[config.mk]
export PLATFORM = sky130hd
export DESIGN_NAME = cpu7_xlat_sched_flat
export DESIGN_NICKNAME = d
export VERILOG_FILES = /design/src/rtl/cpu7_xlat_sched_if.sv /design/src/rtl/cpu7_xlat_sched.sv /design/src/flat_wrapper.sv
export SDC_FILE = /design/constraint.sdc
export NUM_CORES = 1
export LEC_CHECK = 0
export BUFFER_PORTS_ARGS = -buffer_cell sky130_fd_sc_hd__buf_2
export CAP_MARGIN = 5
export CORE_UTILIZATION = 47
export DETAILED_ROUTE_END_ITERATION = 6
export PLACE_DENSITY = 0.82
export SETUP_SLACK_MARGIN = 0.15
export SLEW_MARGIN = 20
export SYNTH_ARGS = -nofsm -noshare
export SYNTH_HDL_FRONTEND = slang
export SYNTH_SLANG_ARGS = --single-unit
[constraint.sdc]
create_clock -name clk -period 2.7 [get_ports clk]
set_input_delay 0.405 -clock clk [delete_from_list [all_inputs] [get_ports clk]]
set_output_delay 0.405 -clock clk [all_outputs]
set_load 0.1 [all_outputs]
[src/rtl/cpu7_xlat_sched_if.sv]
// Request/response bundle between the IFU/LSU translation ports and the
// shared translation scheduler.
interface cpu7_xlat_sched_if #(
  parameter int GRLEN  = 32,
  parameter int PABITS = 32
);
  logic              itlb_req;
  logic [GRLEN-1:0]  itlb_vaddr;
  logic              dtlb_req;
  logic [GRLEN-1:0]  dtlb_vaddr;
  logic              itlb_finish;
  logic [PABITS-1:0] itlb_paddr;
  logic              itlb_hit;
  logic              itlb_uncache;
  logic              dtlb_finish;
  logic [PABITS-1:0] dtlb_paddr;
  logic              dtlb_hit;
  logic              dtlb_uncache;
  logic              busy;
  logic              proto_err;

  // Requester side (IFU/LSU or testbench)
  modport master (
    output itlb_req, itlb_vaddr, dtlb_req, dtlb_vaddr,
    input  itlb_finish, itlb_paddr, itlb_hit, itlb_uncache,
    input  dtlb_finish, dtlb_paddr, dtlb_hit, dtlb_uncache,
    input  busy, proto_err
  );

  // Scheduler side
  modport slave (
    input  itlb_req, itlb_vaddr, dtlb_req, dtlb_vaddr,
    output itlb_finish, itlb_paddr, itlb_hit, itlb_uncache,
    output dtlb_finish, dtlb_paddr, dtlb_hit, dtlb_uncache,
    output busy, proto_err
  );
endinterface

[src/rtl/cpu7_xlat_sched.sv]
// Shared address-translation slot for the inst (itlb) and data (dtlb) ports.
// Requests are held in one pending entry per port, arbitrated round-robin,
// translated (identity map plus uncached-segment decode) over LAT cycles and
// answered with a one-cycle finish pulse on the requesting port.
module cpu7_xlat_sched #(
  parameter int         GRLEN  = 32,
  parameter int         PABITS = 32,
  parameter int         LAT    = 1,
  parameter bit         UC_EN  = 1'b1,
  parameter logic [2:0] UC_SEG = 3'b101
) (
  input logic              clk,
  input logic              reset,
  cpu7_xlat_sched_if.slave bus
);

  localparam int CW = $clog2(LAT + 1);

  typedef enum logic {S_IDLE = 1'b0, S_XLAT = 1'b1} state_e;

  // Uncached attribute of a virtual address
  function automatic logic uc_decode(input logic [GRLEN-1:0] va);
    return UC_EN && (va[GRLEN-1:GRLEN-3] == UC_SEG);
  endfunction

  state_e            state_q, state_d;
  logic [CW-1:0]     cnt_q, cnt_d;
  logic              sel_q, sel_d;          // 0 = inst, 1 = data
  logic [GRLEN-1:0]  cur_vaddr_q, cur_vaddr_d;
  logic              last_q, last_d;        // last granted port, 0 = inst
  logic              i_pend_q, i_pend_d;
  logic [GRLEN-1:0]  i_vaddr_q, i_vaddr_d;
  logic              d_pend_q, d_pend_d;
  logic [GRLEN-1:0]  d_vaddr_q, d_vaddr_d;
  logic              i_fin_q, i_fin_d;
  logic [PABITS-1:0] i_paddr_q, i_paddr_d;
  logic              i_uc_q, i_uc_d;
  logic              d_fin_q, d_fin_d;
  logic [PABITS-1:0] d_paddr_q, d_paddr_d;
  logic              d_uc_q, d_uc_d;
  logic              err_q, err_d;

  logic             i_bad, d_bad, i_live, d_live, i_cand, d_cand;
  logic [GRLEN-1:0] i_cand_va, d_cand_va;
  logic             gnt_vld, gnt_sel;
  logic [GRLEN-1:0] gnt_va;
  logic             fin_vld, fin_sel;
  logic [GRLEN-1:0] fin_va;

  // Candidate selection, protocol check and round-robin grant
  always_comb begin
    i_bad     = bus.itlb_req && (i_pend_q || (state_q == S_XLAT && !sel_q));
    d_bad     = bus.dtlb_req && (d_pend_q || (state_q == S_XLAT && sel_q));
    i_live    = bus.itlb_req && !i_bad;
    d_live    = bus.dtlb_req && !d_bad;
    i_cand    = i_pend_q || i_live;
    d_cand    = d_pend_q || d_live;
    i_cand_va = i_pend_q ? i_vaddr_q : bus.itlb_vaddr;
    d_cand_va = d_pend_q ? d_vaddr_q : bus.dtlb_vaddr;
    gnt_vld   = (state_q == S_IDLE) && (i_cand || d_cand);
    gnt_sel   = (i_cand && d_cand) ? !last_q : d_cand;
    gnt_va    = gnt_sel ? d_cand_va : i_cand_va;
    if (LAT == 1) begin
      fin_vld = gnt_vld;
      fin_sel = gnt_sel;
      fin_va  = gnt_va;
    end else begin
      fin_vld = (state_q == S_XLAT) && (cnt_q == CW'(1));
      fin_sel = sel_q;
      fin_va  = cur_vaddr_q;
    end
  end

  // Next-state logic of the translation slot
  always_comb begin
    state_d = state_q;
    cnt_d   = cnt_q;
    case (state_q)
      S_IDLE: begin
        if (gnt_vld && LAT > 1) begin
          state_d = S_XLAT;
          cnt_d   = CW'(LAT - 1);
        end
      end
      S_XLAT: begin
        cnt_d = cnt_q - CW'(1);
        if (cnt_q == CW'(1)) state_d = S_IDLE;
      end
      default: state_d = S_IDLE;
    endcase
  end

  // Pending capture, grant bookkeeping and registered response outputs
  always_comb begin
    sel_d       = gnt_vld ? gnt_sel : sel_q;
    cur_vaddr_d = gnt_vld ? gnt_va : cur_vaddr_q;
    last_d      = gnt_vld ? gnt_sel : last_q;
    i_pend_d    = i_pend_q;
    i_vaddr_d   = i_vaddr_q;
    d_pend_d    = d_pend_q;
    d_vaddr_d   = d_vaddr_q;
    if (gnt_vld && !gnt_sel) begin
      i_pend_d = 1'b0;
    end else if (i_live) begin
      i_pend_d  = 1'b1;
      i_vaddr_d = bus.itlb_vaddr;
    end
    if (gnt_vld && gnt_sel) begin
      d_pend_d = 1'b0;
    end else if (d_live) begin
      d_pend_d  = 1'b1;
      d_vaddr_d = bus.dtlb_vaddr;
    end
    i_fin_d   = fin_vld && !fin_sel;
    d_fin_d   = fin_vld && fin_sel;
    i_paddr_d = i_fin_d ? fin_va[PABITS-1:0] : i_paddr_q;
    i_uc_d    = i_fin_d ? uc_decode(fin_va) : i_uc_q;
    d_paddr_d = d_fin_d ? fin_va[PABITS-1:0] : d_paddr_q;
    d_uc_d    = d_fin_d ? uc_decode(fin_va) : d_uc_q;
    err_d     = err_q || i_bad || d_bad;
  end

  // Control state and outputs with synchronous reset
  always_ff @(posedge clk) begin
    if (reset) begin
      state_q   <= S_IDLE;
      cnt_q     <= '0;
      sel_q     <= 1'b0;
      last_q    <= 1'b0;
      i_pend_q  <= 1'b0;
      d_pend_q  <= 1'b0;
      i_fin_q   <= 1'b0;
      i_paddr_q <= '0;
      i_uc_q    <= 1'b0;
      d_fin_q   <= 1'b0;
      d_paddr_q <= '0;
      d_uc_q    <= 1'b0;
      err_q     <= 1'b0;
    end else begin
      state_q   <= state_d;
      cnt_q     <= cnt_d;
      sel_q     <= sel_d;
      last_q    <= last_d;
      i_pend_q  <= i_pend_d;
      d_pend_q  <= d_pend_d;
      i_fin_q   <= i_fin_d;
      i_paddr_q <= i_paddr_d;
      i_uc_q    <= i_uc_d;
      d_fin_q   <= d_fin_d;
      d_paddr_q <= d_paddr_d;
      d_uc_q    <= d_uc_d;
      err_q     <= err_d;
    end
  end

  // Address holding registers, qualified by the pend/state bits above
  always_ff @(posedge clk) begin
    cur_vaddr_q <= cur_vaddr_d;
    i_vaddr_q   <= i_vaddr_d;
    d_vaddr_q   <= d_vaddr_d;
  end

  assign bus.itlb_finish  = i_fin_q;
  assign bus.itlb_hit     = i_fin_q;
  assign bus.itlb_paddr   = i_paddr_q;
  assign bus.itlb_uncache = i_uc_q;
  assign bus.dtlb_finish  = d_fin_q;
  assign bus.dtlb_hit     = d_fin_q;
  assign bus.dtlb_paddr   = d_paddr_q;
  assign bus.dtlb_uncache = d_uc_q;
  assign bus.busy         = (state_q == S_XLAT);
  assign bus.proto_err    = err_q;

endmodule

[src/flat_wrapper.sv]
// flat-port wrapper written by rule: the top's interface ports become plain ports
module cpu7_xlat_sched_flat 
#(
  parameter int         GRLEN  = 32,
  parameter int         PABITS = 32,
  parameter int         LAT    = 1,
  parameter bit         UC_EN  = 1'b1,
  parameter logic [2:0] UC_SEG = 3'b101
)
  (clk, reset, bus_itlb_req, bus_itlb_vaddr, bus_dtlb_req, bus_dtlb_vaddr, bus_itlb_finish, bus_itlb_paddr, bus_itlb_hit, bus_itlb_uncache, bus_dtlb_finish, bus_dtlb_paddr, bus_dtlb_hit, bus_dtlb_uncache, bus_busy, bus_proto_err);
  cpu7_xlat_sched_if #(.GRLEN(GRLEN), .PABITS(PABITS)) bus_i ();
  input logic clk;
  input logic reset;
  input wire logic [$bits(bus_i.itlb_req)-1:0] bus_itlb_req;
  input wire logic [$bits(bus_i.itlb_vaddr)-1:0] bus_itlb_vaddr;
  input wire logic [$bits(bus_i.dtlb_req)-1:0] bus_dtlb_req;
  input wire logic [$bits(bus_i.dtlb_vaddr)-1:0] bus_dtlb_vaddr;
  output wire logic [$bits(bus_i.itlb_finish)-1:0] bus_itlb_finish;
  output wire logic [$bits(bus_i.itlb_paddr)-1:0] bus_itlb_paddr;
  output wire logic [$bits(bus_i.itlb_hit)-1:0] bus_itlb_hit;
  output wire logic [$bits(bus_i.itlb_uncache)-1:0] bus_itlb_uncache;
  output wire logic [$bits(bus_i.dtlb_finish)-1:0] bus_dtlb_finish;
  output wire logic [$bits(bus_i.dtlb_paddr)-1:0] bus_dtlb_paddr;
  output wire logic [$bits(bus_i.dtlb_hit)-1:0] bus_dtlb_hit;
  output wire logic [$bits(bus_i.dtlb_uncache)-1:0] bus_dtlb_uncache;
  output wire logic [$bits(bus_i.busy)-1:0] bus_busy;
  output wire logic [$bits(bus_i.proto_err)-1:0] bus_proto_err;
  assign bus_i.itlb_req = bus_itlb_req;
  assign bus_i.itlb_vaddr = bus_itlb_vaddr;
  assign bus_i.dtlb_req = bus_dtlb_req;
  assign bus_i.dtlb_vaddr = bus_dtlb_vaddr;
  assign bus_itlb_finish = bus_i.itlb_finish;
  assign bus_itlb_paddr = bus_i.itlb_paddr;
  assign bus_itlb_hit = bus_i.itlb_hit;
  assign bus_itlb_uncache = bus_i.itlb_uncache;
  assign bus_dtlb_finish = bus_i.dtlb_finish;
  assign bus_dtlb_paddr = bus_i.dtlb_paddr;
  assign bus_dtlb_hit = bus_i.dtlb_hit;
  assign bus_dtlb_uncache = bus_i.dtlb_uncache;
  assign bus_busy = bus_i.busy;
  assign bus_proto_err = bus_i.proto_err;
  cpu7_xlat_sched #(.GRLEN(GRLEN), .PABITS(PABITS), .LAT(LAT), .UC_EN(UC_EN), .UC_SEG(UC_SEG)) u_core (.clk(clk), .reset(reset), .bus(bus_i));
endmodule
==> results of run 1 <==
synth_stat cells:
master and n:
sky130_fd_sc_hd__a31o_2 4, sky130_fd_sc_hd__o21ai_0 11, sky130_fd_sc_hd__inv_1 1, sky130_fd_sc_hd__o21ba_2 1
sky130_fd_sc_hd__and4b_1 1, sky130_fd_sc_hd__or3_1 1, sky130_fd_sc_hd__nor3b_1 9, sky130_fd_sc_hd__nand2b_1 6
sky130_fd_sc_hd__nor2_1 62, sky130_fd_sc_hd__buf_4 5, sky130_fd_sc_hd__nor2b_1 2, sky130_fd_sc_hd__or2_4 1
sky130_fd_sc_hd__dfxtp_1 74, sky130_fd_sc_hd__a32o_1 1, sky130_fd_sc_hd__a31o_1 4, sky130_fd_sc_hd__nand3_1 9
sky130_fd_sc_hd__edfxtp_1 64, sky130_fd_sc_hd__and3b_1 1, sky130_fd_sc_hd__mux2i_1 64, sky130_fd_sc_hd__buf_2 18
sky130_fd_sc_hd__xnor2_1 1, sky130_fd_sc_hd__a21oi_1 7, sky130_fd_sc_hd__a221oi_1 1, sky130_fd_sc_hd__buf_6 1
sky130_fd_sc_hd__o21a_1 1, sky130_fd_sc_hd__nand2_1 4, sky130_fd_sc_hd__or2_2 1, sky130_fd_sc_hd__mux2_2 1
sky130_fd_sc_hd__a211oi_1 48, sky130_fd_sc_hd__buf_1 1, sky130_fd_sc_hd__nor3_1 3, sky130_fd_sc_hd__a211oi_2 8
sky130_fd_sc_hd__nor3_2 1, sky130_fd_sc_hd__clkbuf_1 9, sky130_fd_sc_hd__nor2_4 1, sky130_fd_sc_hd__o21ai_1 1
area by class of cell:
class	count	area, µm²
Sequential cell	138	3410
Clock buffer	18	439
Fill cell	879	4240
Inverter	1	3.75
Multi-Input combinational cell	255	1830
Clock inverter	14	153
Timing Repair Buffer	148	776
Tap cell	140	175
how the worst max path moves through the flow:
| stage | endpoint | slack [ps] | cells after the start |
|---|---|---|---|
| after floorplan | u_core.d_vaddr_q[0]$_DFFE_PP_ | 170 | 3 |
| after global placement | u_core.bus.itlb_paddr[21]$_SDFFE_PP0P_ | 800 | 5 |
| after detailed placement | u_core.bus.itlb_paddr[21]$_SDFFE_PP0P_ | 690 | 5 |
| after CTS | bus_busy | 680 | 1 |
| after global routing | u_core.bus.itlb_paddr[8]$_SDFFE_PP0P_ | 490 | 5 |
| final | u_core.bus.itlb_paddr[7]$_SDFFE_PP0P_ | 660 | 5 |
layer usage:
| layer | part of all wire (%) | wire, µm |
|---|---|---|
| met1 | 43 | 5100 |
| met2 | 51 | 6060 |
| met3 | 4.3 | 511 |
| met4 | 1.6 | 187 |
| met5 | 0 | 0 |
sequential cells by signal, summed over array words and instances, names as in the netlist, 32 cells and up:
| register | count |
|---|---|
| u_core.bus.dtlb_paddr | 32 |
| u_core.bus.itlb_paddr | 32 |
| u_core.d_vaddr_q | 32 |
| u_core.i_vaddr_q | 32 |
kinds of logic (layout without fill, tap and decap cells):
kind of cell	after synthesis	in the layout	share of synthesized area, %
muxes	65	65	12.1
xor gates and xnor gates	1	1	0.162
buffers and inverters	35	181	3.34
and+or+nand+nor	102	102	9.03
AOI/OAI and AO/OA	87	87	12.3
DFF	138	138	63.1
worst register-to-register path: stages (launching register included):
cell and delay (ps):
sky130_fd_sc_hd__dfxtp_2 340, sky130_fd_sc_hd__buf_4 500, sky130_fd_sc_hd__nor2b_1 170, sky130_fd_sc_hd__o21ai_1 520, sky130_fd_sc_hd__nand3_1 160, sky130_fd_sc_hd__a31o_2 250
report_power, final:
part | internal (µW) | total [µW] | switching, µW | leakage, µW
registers | 2320 | 2380 | 59.7 | 0.00120
clock network | 1460 | 2290 | 822 | 0.000296
logic | 228 | 1170 | 944 | 0.00116
metrics by stage:
stage	util (%)	total power (µW)
2_1_floorplan	-	3370
3_3_place_gp	56.2	3570
3_5_place_dp	56.2	3600
4_1_cts	61.5	5880
5_1_grt	61.5	6040
6_report	61.5	5840
layout by cell type (no fill, tap or decap), drive strengths merged, types with 2 or more instances in the layout:
master	count
clkinv	10
clkbuf	18
o21ai	12
edfxtp	64
nor3b	9
a21oi	7
nand3	9
dfxtp	74
nand2b	6
a211oi	56
nor3	4
nor2b	2
nor2	63
bufinv	3
inv	2
or2	2
mux2i	64
nand2	4
buf	148
a31o	8
==> run summary, run 1 <==
The flow ran to the end, and the final reports show no timing, DRC or antenna violations. Global routing used 26.5% of the available met1 tracks. The arrival time reported for the critical path endpoint is 2330 ps. The post-cts gate resize count is 0. The startpoint identified for the worst register-to-register timing path is u_core.d_pend_q$_SDFFE_PP0P_. In the final timing run, aggregate negative setup slack is 0 ps. The total global routing overflow came out at 0. The signal on the critical path passes through buf_4 > nor2b_1 > o21ai_1 > nand3_1 > a31o_2.

The floorplan row count is 38. After the flow finishes, the layout carries non-filler instances totaling 714. By area the synthesized netlist is led by sky130_fd_sc_hd__edfxtp_1 36%, sky130_fd_sc_hd__dfxtp_1 27%, sky130_fd_sc_hd__mux2i_1 12%, sky130_fd_sc_hd__a211oi_1 6.7%, sky130_fd_sc_hd__nor2_1 4.3%.

The share of the synthesized area in the top cell type came out at 35.6%. The worst reg-to-reg path cell count is 5. The floorplan step set the die width to between 100 and 150 µm.

The full die area came out at approximately 12,000 µm². The detailed-route via count is around 3,800. The clock insertion delay at the later pin of the skew report is 400 ps. The number of synthesis warnings came out at 0. The number of buffers between clock root and the deepest sink came out at 2. The post-CTS setup-driven buffer insertion count is 0.

The post-route clock period utilization came out at 75.6%. The class of the most critical hold timing path is input port to flop. The initial antenna violation count was 0. The cell family contributing the most delay on the critical path is compound AO/OA/AOI/OAI gates. The category of the critical setup timing path is flop to flop. Summing all placed instances gives a cell area of 6190 µm². The stage delay of the slowest cell on the critical path came out at 520 ps. The hold violation total from the final report came to 0. The shortest clock period the worst path allows after layout came out at between 2000 and 2500 ps. Counting instances, the worst hold path has a depth of 1. TritonCTS built the clock tree. The synthesis-stage register bit count is 138. Headroom to the max-slew limit came out at around 55%. The number of maximum-capacitance violations came out at 0. The sequential element share of the synthesized area came out at a little over three fifths.

The number of diodes came out at 0. The DRC violations left came out at 0. The core area came out at 11,000 µm². The highest achievable clock rate is 490 MHz. The via-per-instance ratio came out at 5.31. With fillers left out, the area of the finished cells amounts to between 6000 and 7000 µm². The worst setup path is captured at a flop. The top-level I/O count came out at 140. The die is 109 µm tall.

Hold is met by 194 ps. Entering global routing, the biggest net connects 67 pins. The setup slack of the most critical reg-to-reg path is about 660 ps. The fraction of final layout cells sized beyond drive strength 1 is 34.5%. The worst ir drop on vdd is 450 µV. The final wirelength came out at between 10 and 15 mm.

The cts-stage hold buffer count came out at 0. The met2 demand-to-capacity share in global routing came out at 34.2%. The number of global-route vias before repair is around 3,700.

For this design the ratio of total power to cell area is 861 nW/µm². The worst path meets setup with roughly 660 ps of slack. The worst register-to-register path ends at u_core.bus.itlb_paddr[7]$_SDFFE_PP0P_. The number of endpoints failing setup at the final stage is 0. For this run, the post-layout net count is 629.

The number of clock buffers added by TritonCTS is 17. The number of antenna-violating nets in the routed design is 0. The placed wire-length estimate after detailed placement is 8.03 mm. In the global route stage, met3 resource usage came out at 5.38%. Setup repair after global routing left no endpoint under its margin. The pre-antenna-repair detailed-routing pass consisted of 4 iterations. The congestion estimate from routability-driven global placement came to 0.755. The routed wirelength normalized by instance count is 16.6 µm. Global routing consumed, over all layers together, about a fifth of the routing resources. The reported leakage power is 0.00266 µW. The total number of H-tree levels came out at 4.

During placement, the flow inserted port buffers numbering 139. The actual slew at the worst max-slew pin came out at 668 ps. The post-synthesis net count came out at 496.

The clock sink count came out at 138. The number of max-slew violations in the final report came to 0. Data on the critical path is required at its endpoint by 2990 ps. Between clock sinks in the finished design, the worst skew comes to 9.81 ps. Counting tap cells, the placed design contains a total of 682 instances. STA classifies the critical path startpoint as a flop. The gate count of the mapped netlist is 428. The total buffers and inverters traversed by the critical path came out at 1. The first-pass GRT wire length came out at 18.8 mm. The tree is rooted in a sky130_fd_sc_hd__clkbuf_16.

The starting density of the core came out at 48.9%. The peak-usage layer in the global routing report is met2. The worst-case hold path end point is u_core.d_vaddr_q[0]$_DFFE_PP_. The number of DRC markers after the initial detailed-route iteration came out at slightly below 200. The area growth from synthesis to layout came out at 25.8%. The clock-pin slew reported for the worst setup and hold paths after clock tree synthesis came out at 60 ps. The post-synthesis cell type count is 36. The launch point of the worst path is u_core.d_pend_q$_SDFFE_PP0P_. The worst setup slack after placement came out at 690 ps. The maximum fanout along the worst path is 38.

The slowest stage of the critical path belongs to the cell sky130_fd_sc_hd__o21ai_1. The worst hold path begins at bus_dtlb_vaddr[0]. The synthesized area per cell came out at 12.6 µm². The summed instance area of the synthesized netlist came out at around 5400 µm². The synthesized design spends more area on one cell type than any other, namely sky130_fd_sc_hd__edfxtp_1.
Power figures use the tool's default switching activity.
==> inputs of run 2 (changes only) <==
Settings changed: CORE_UTILIZATION 47 to 52, PLACE_DENSITY 0.82 to 0.86.
Clock period 2.7 ns to 1.9 ns, I/O delays scaled along.
==> run 2 against run 1 <==
- via count rose by 9.8%
- critical path type unchanged
- sequential power rose by 42%
- largest cell class unchanged
- non-clock buffer count rose by 69
- critical endpoint is now u_core.bus.dtlb_paddr[31]$_SDFFE_PP0P_
- die area fell by 9.4%
- routed wire length grew 13%
- final cell count is 8.7% higher
- highest routed layer unchanged
- first-iteration DRC count rose by 30%
- clock skew fell by 3.9 ps
==> run summary, run 2 (synthesis results as in run 1) <==
The flow ran to the end, and the final reports show no timing, DRC or antenna violations. The highest achievable clock rate came to 606 MHz (+24%). The library cells used most frequently in the layout, excluding fill and tap cells, are 138 x sky130_fd_sc_hd__buf_2, 70 x sky130_fd_sc_hd__dfxtp_1, 64 x sky130_fd_sc_hd__mux2i_1, 64 x sky130_fd_sc_hd__dlygate4sd3_1, 64 x sky130_fd_sc_hd__edfxtp_1. The clock sink count is 138 (unchanged). The DRC violations left is 0 (unchanged).

The via-per-instance ratio is 5.36 (+1.0%). The worst hold path belongs to the class input port to flop. The fraction of final layout cells sized beyond drive strength 1 was 32.3% (-2.1 points). The worst reg-to-reg path cell count came out at 5 (unchanged).

The total buffers and inverters traversed by the critical path is 1 (unchanged). The worst hold path terminates at u_core.bus.proto_err$_SDFF_PP0_. In this run the critical register-to-register path is launched from u_core.i_pend_q$_SDFFE_PP0P_. The maximum fanout along the worst path is 28 (-26%). The global router's overall resource usage came out at 25.6% (+4.6 points). The worst ir drop on vdd is 604 µV (+34%). The critical path data required time came out at 2310 ps (-680 ps).

The net count of the finished layout was 698 (+11%). The clock-pin slew reported for the worst setup and hold paths after clock tree synthesis came to 60 ps (about the same). The length of the first detailed-routing pass in iterations is 4 (unchanged). The hold violation total from the final report came out at 0 (unchanged). The die height is 104 µm (-4.8%). The clock insertion delay at the later pin of the skew report came out at 520 ps (+120 ps). The number of endpoints failing setup at the final stage came out at 0 (unchanged). In this run the clock root is driven by a sky130_fd_sc_hd__clkbuf_8.

The final instance area is 7560 µm² (+11%). STA classifies the critical path startpoint as a flop. The total number of H-tree levels is 4 (unchanged). The category of the critical setup timing path is flop to flop. The count of cells along the worst hold path came out at 3 (+2).

The area growth from synthesis to layout is 40.1%. The number of DRC markers after the initial detailed-route iteration came out at 253 (+30%). The clock skew came out at 5.94 ps (-3.87 ps).

The number of CTS-inserted buffers came out at 17 (unchanged). The arrival time reported for the critical path endpoint is 2060 ps (-270 ps). The detailed-route via count came out at 4,159 (+9.8%).

The final total power came out at 8520 µW (+46%). STA classifies the critical path endpoint as a flop. The final wirelength came to 13.4 mm (+13%).

Setup repair after global routing left no endpoint under its margin. The initial antenna violation count is 0 (unchanged). The cell at the slowest stage of the critical path is sky130_fd_sc_hd__dfxtp_2. The number of filler cells placed in the layout was 617 (-30%). The startpoint identified for the worst hold timing path is bus_itlb_req. The actual slew at the worst max-slew pin came out at 525 ps (-143 ps). The count of port buffers added during placement is 139 (unchanged).

The total global routing overflow is 0 (unchanged). The first-pass GRT wire length came out at 21.5 mm (+14%). The worst slew margin relative to its limit was 65.2% (+9.9 points).

The worst hold margin is 86.9 ps (-108 ps). The clock tree from TritonCTS is built. The total power divided by cell area is 1130 nW/µm² (+31%). The placed wire-length estimate after detailed placement came to 8.13 mm (+1.2%). The full die area is 10,800 µm² (-9.4%). The library cell used most frequently in the layout, excluding fill and tap cells, is sky130_fd_sc_hd__buf_2. The post-route clock period utilization came out at 86.8% (+11 points). The post-layout utilization of the core is 76.3% (+15 points).

The routed wirelength normalized by instance count came to 17.2 µm (+3.8%). The horizontal die dimension is 104 µm (-4.8%). The starting density of the core is 54.4% (+5.5 points). The total negative slack for setup checks is 0 ps (unchanged). The setup slack of the most critical reg-to-reg path is 250 ps (-410 ps).

The endpoint identified for the worst register-to-register timing path is u_core.bus.dtlb_paddr[31]$_SDFFE_PP0P_. The core area came out at 9910 µm² (-10%). The final RePlAce weighted congestion is 0.807 (+7.0%).

The stage delay of the slowest cell on the critical path is 350 ps (-170 ps). The number of diodes was 0 (unchanged). Traced cell by cell, the critical path runs through or2_4 > a211oi_4 > buf_12 > mux2i_1 > nor2_1.

The number of global-route vias before repair is 4,322 (+15%). The number of max-slew violations in the final report is 0 (unchanged). The total placed instance area is 6310 µm² (+1.9%). The top-level I/O count came out at 140 (unchanged). The shortest clock period the worst path allows after layout is 1650 ps (-391 ps).

The reported leakage power is 0.00297 µW (+12%). The number of antenna-violating nets in the routed design came out at 0 (unchanged). The floorplan row count is 36 (-5.3%). The number of maximum-capacitance violations came to 0 (unchanged). The maximum number of pins on one net before global-route repair was 42 (-37%). The number of buffers between clock root and the deepest sink is 2 (unchanged). The cell family contributing the most delay on the critical path is simple AND/OR/NAND/NOR gates.
## run 2: power breakdown
part           switching, µW  internal (µW)
combinational           1380            440
sequential              92.2           3300
clock                   1210           2100
## run 2: worst reg2reg max path: stages, from the launching register on
cell and delay (ps):
sky130_fd_sc_hd__dfxtp_2 350, sky130_fd_sc_hd__or2_4 290, sky130_fd_sc_hd__a211oi_4 350, sky130_fd_sc_hd__buf_12 230
sky130_fd_sc_hd__mux2i_1 250, sky130_fd_sc_hd__nor2_1 70
## run 2: metrics by stage
| step | std cells | worst slack (ps) |
|---|---|---|
| 2_1_floorplan | 428 | 133 |
| 5_1_grt | 776 | 164 |
| 6_report | 776 | 251 |
| 3_3_place_gp | 680 | 264 |
| 4_1_cts | 776 | 244 |
| 3_5_place_dp | 680 | 242 |
## run 2: cell type report
class | instances | area [µm²] | area share (%)
clock buffers | 17 | 414 | 5.48
clock inverters | 15 | 181 | 2.40
inverters | 1 | 3.75 | 0.0497
multi-input cells | 255 | 1860 | 24.6
flip-flops and latches | 138 | 3410 | 45.1
well taps | 133 | 166 | 2.20
repair buffers | 217 | 1520 | 20.2
## run 2: layer usage
metal | vias to the layer above | track usage [%] | part of all wire (%)
met1 | 1997 | 29.4 | 41
li1 | 1995 | - | -
met3 | 31 | 6.54 | 4.8
met4 | 0 | 13.3 | 3.1
met2 | 136 | 44.1 | 51
met5 | - | 0 | 0
## run 2: what timing repair did
action | in CTS | in global routing
hold buffers | 64 | 0
endpoints found under the hold margin | 64 | 0
gates resized for setup | 1 | 2
buffers inserted | 0 | 0
setup endpoints to repair | 1 | 4
## run 2: worst max path at each step
stage / slack (ps) / from / cells after the start / end
after global routing: 160 / u_core.i_pend_q$_SDFFE_PP0P_ / 5 / u_core.bus.dtlb_paddr[31]$_SDFFE_PP0P_
after detailed placement: 240 / bus_itlb_req / 6 / u_core.bus.dtlb_paddr[13]$_SDFFE_PP0P_
after floorplan: 130 / u_core.bus.busy$_SDFF_PP0_ / 3 / u_core.i_vaddr_q[0]$_DFFE_PP_
after global placement: 260 / bus_itlb_req / 6 / u_core.bus.dtlb_paddr[31]$_SDFFE_PP0P_
after CTS: 240 / u_core.i_pend_q$_SDFFE_PP0P_ / 5 / u_core.bus.dtlb_paddr[9]$_SDFFE_PP0P_
final: 250 / u_core.i_pend_q$_SDFFE_PP0P_ / 5 / u_core.bus.dtlb_paddr[31]$_SDFFE_PP0P_
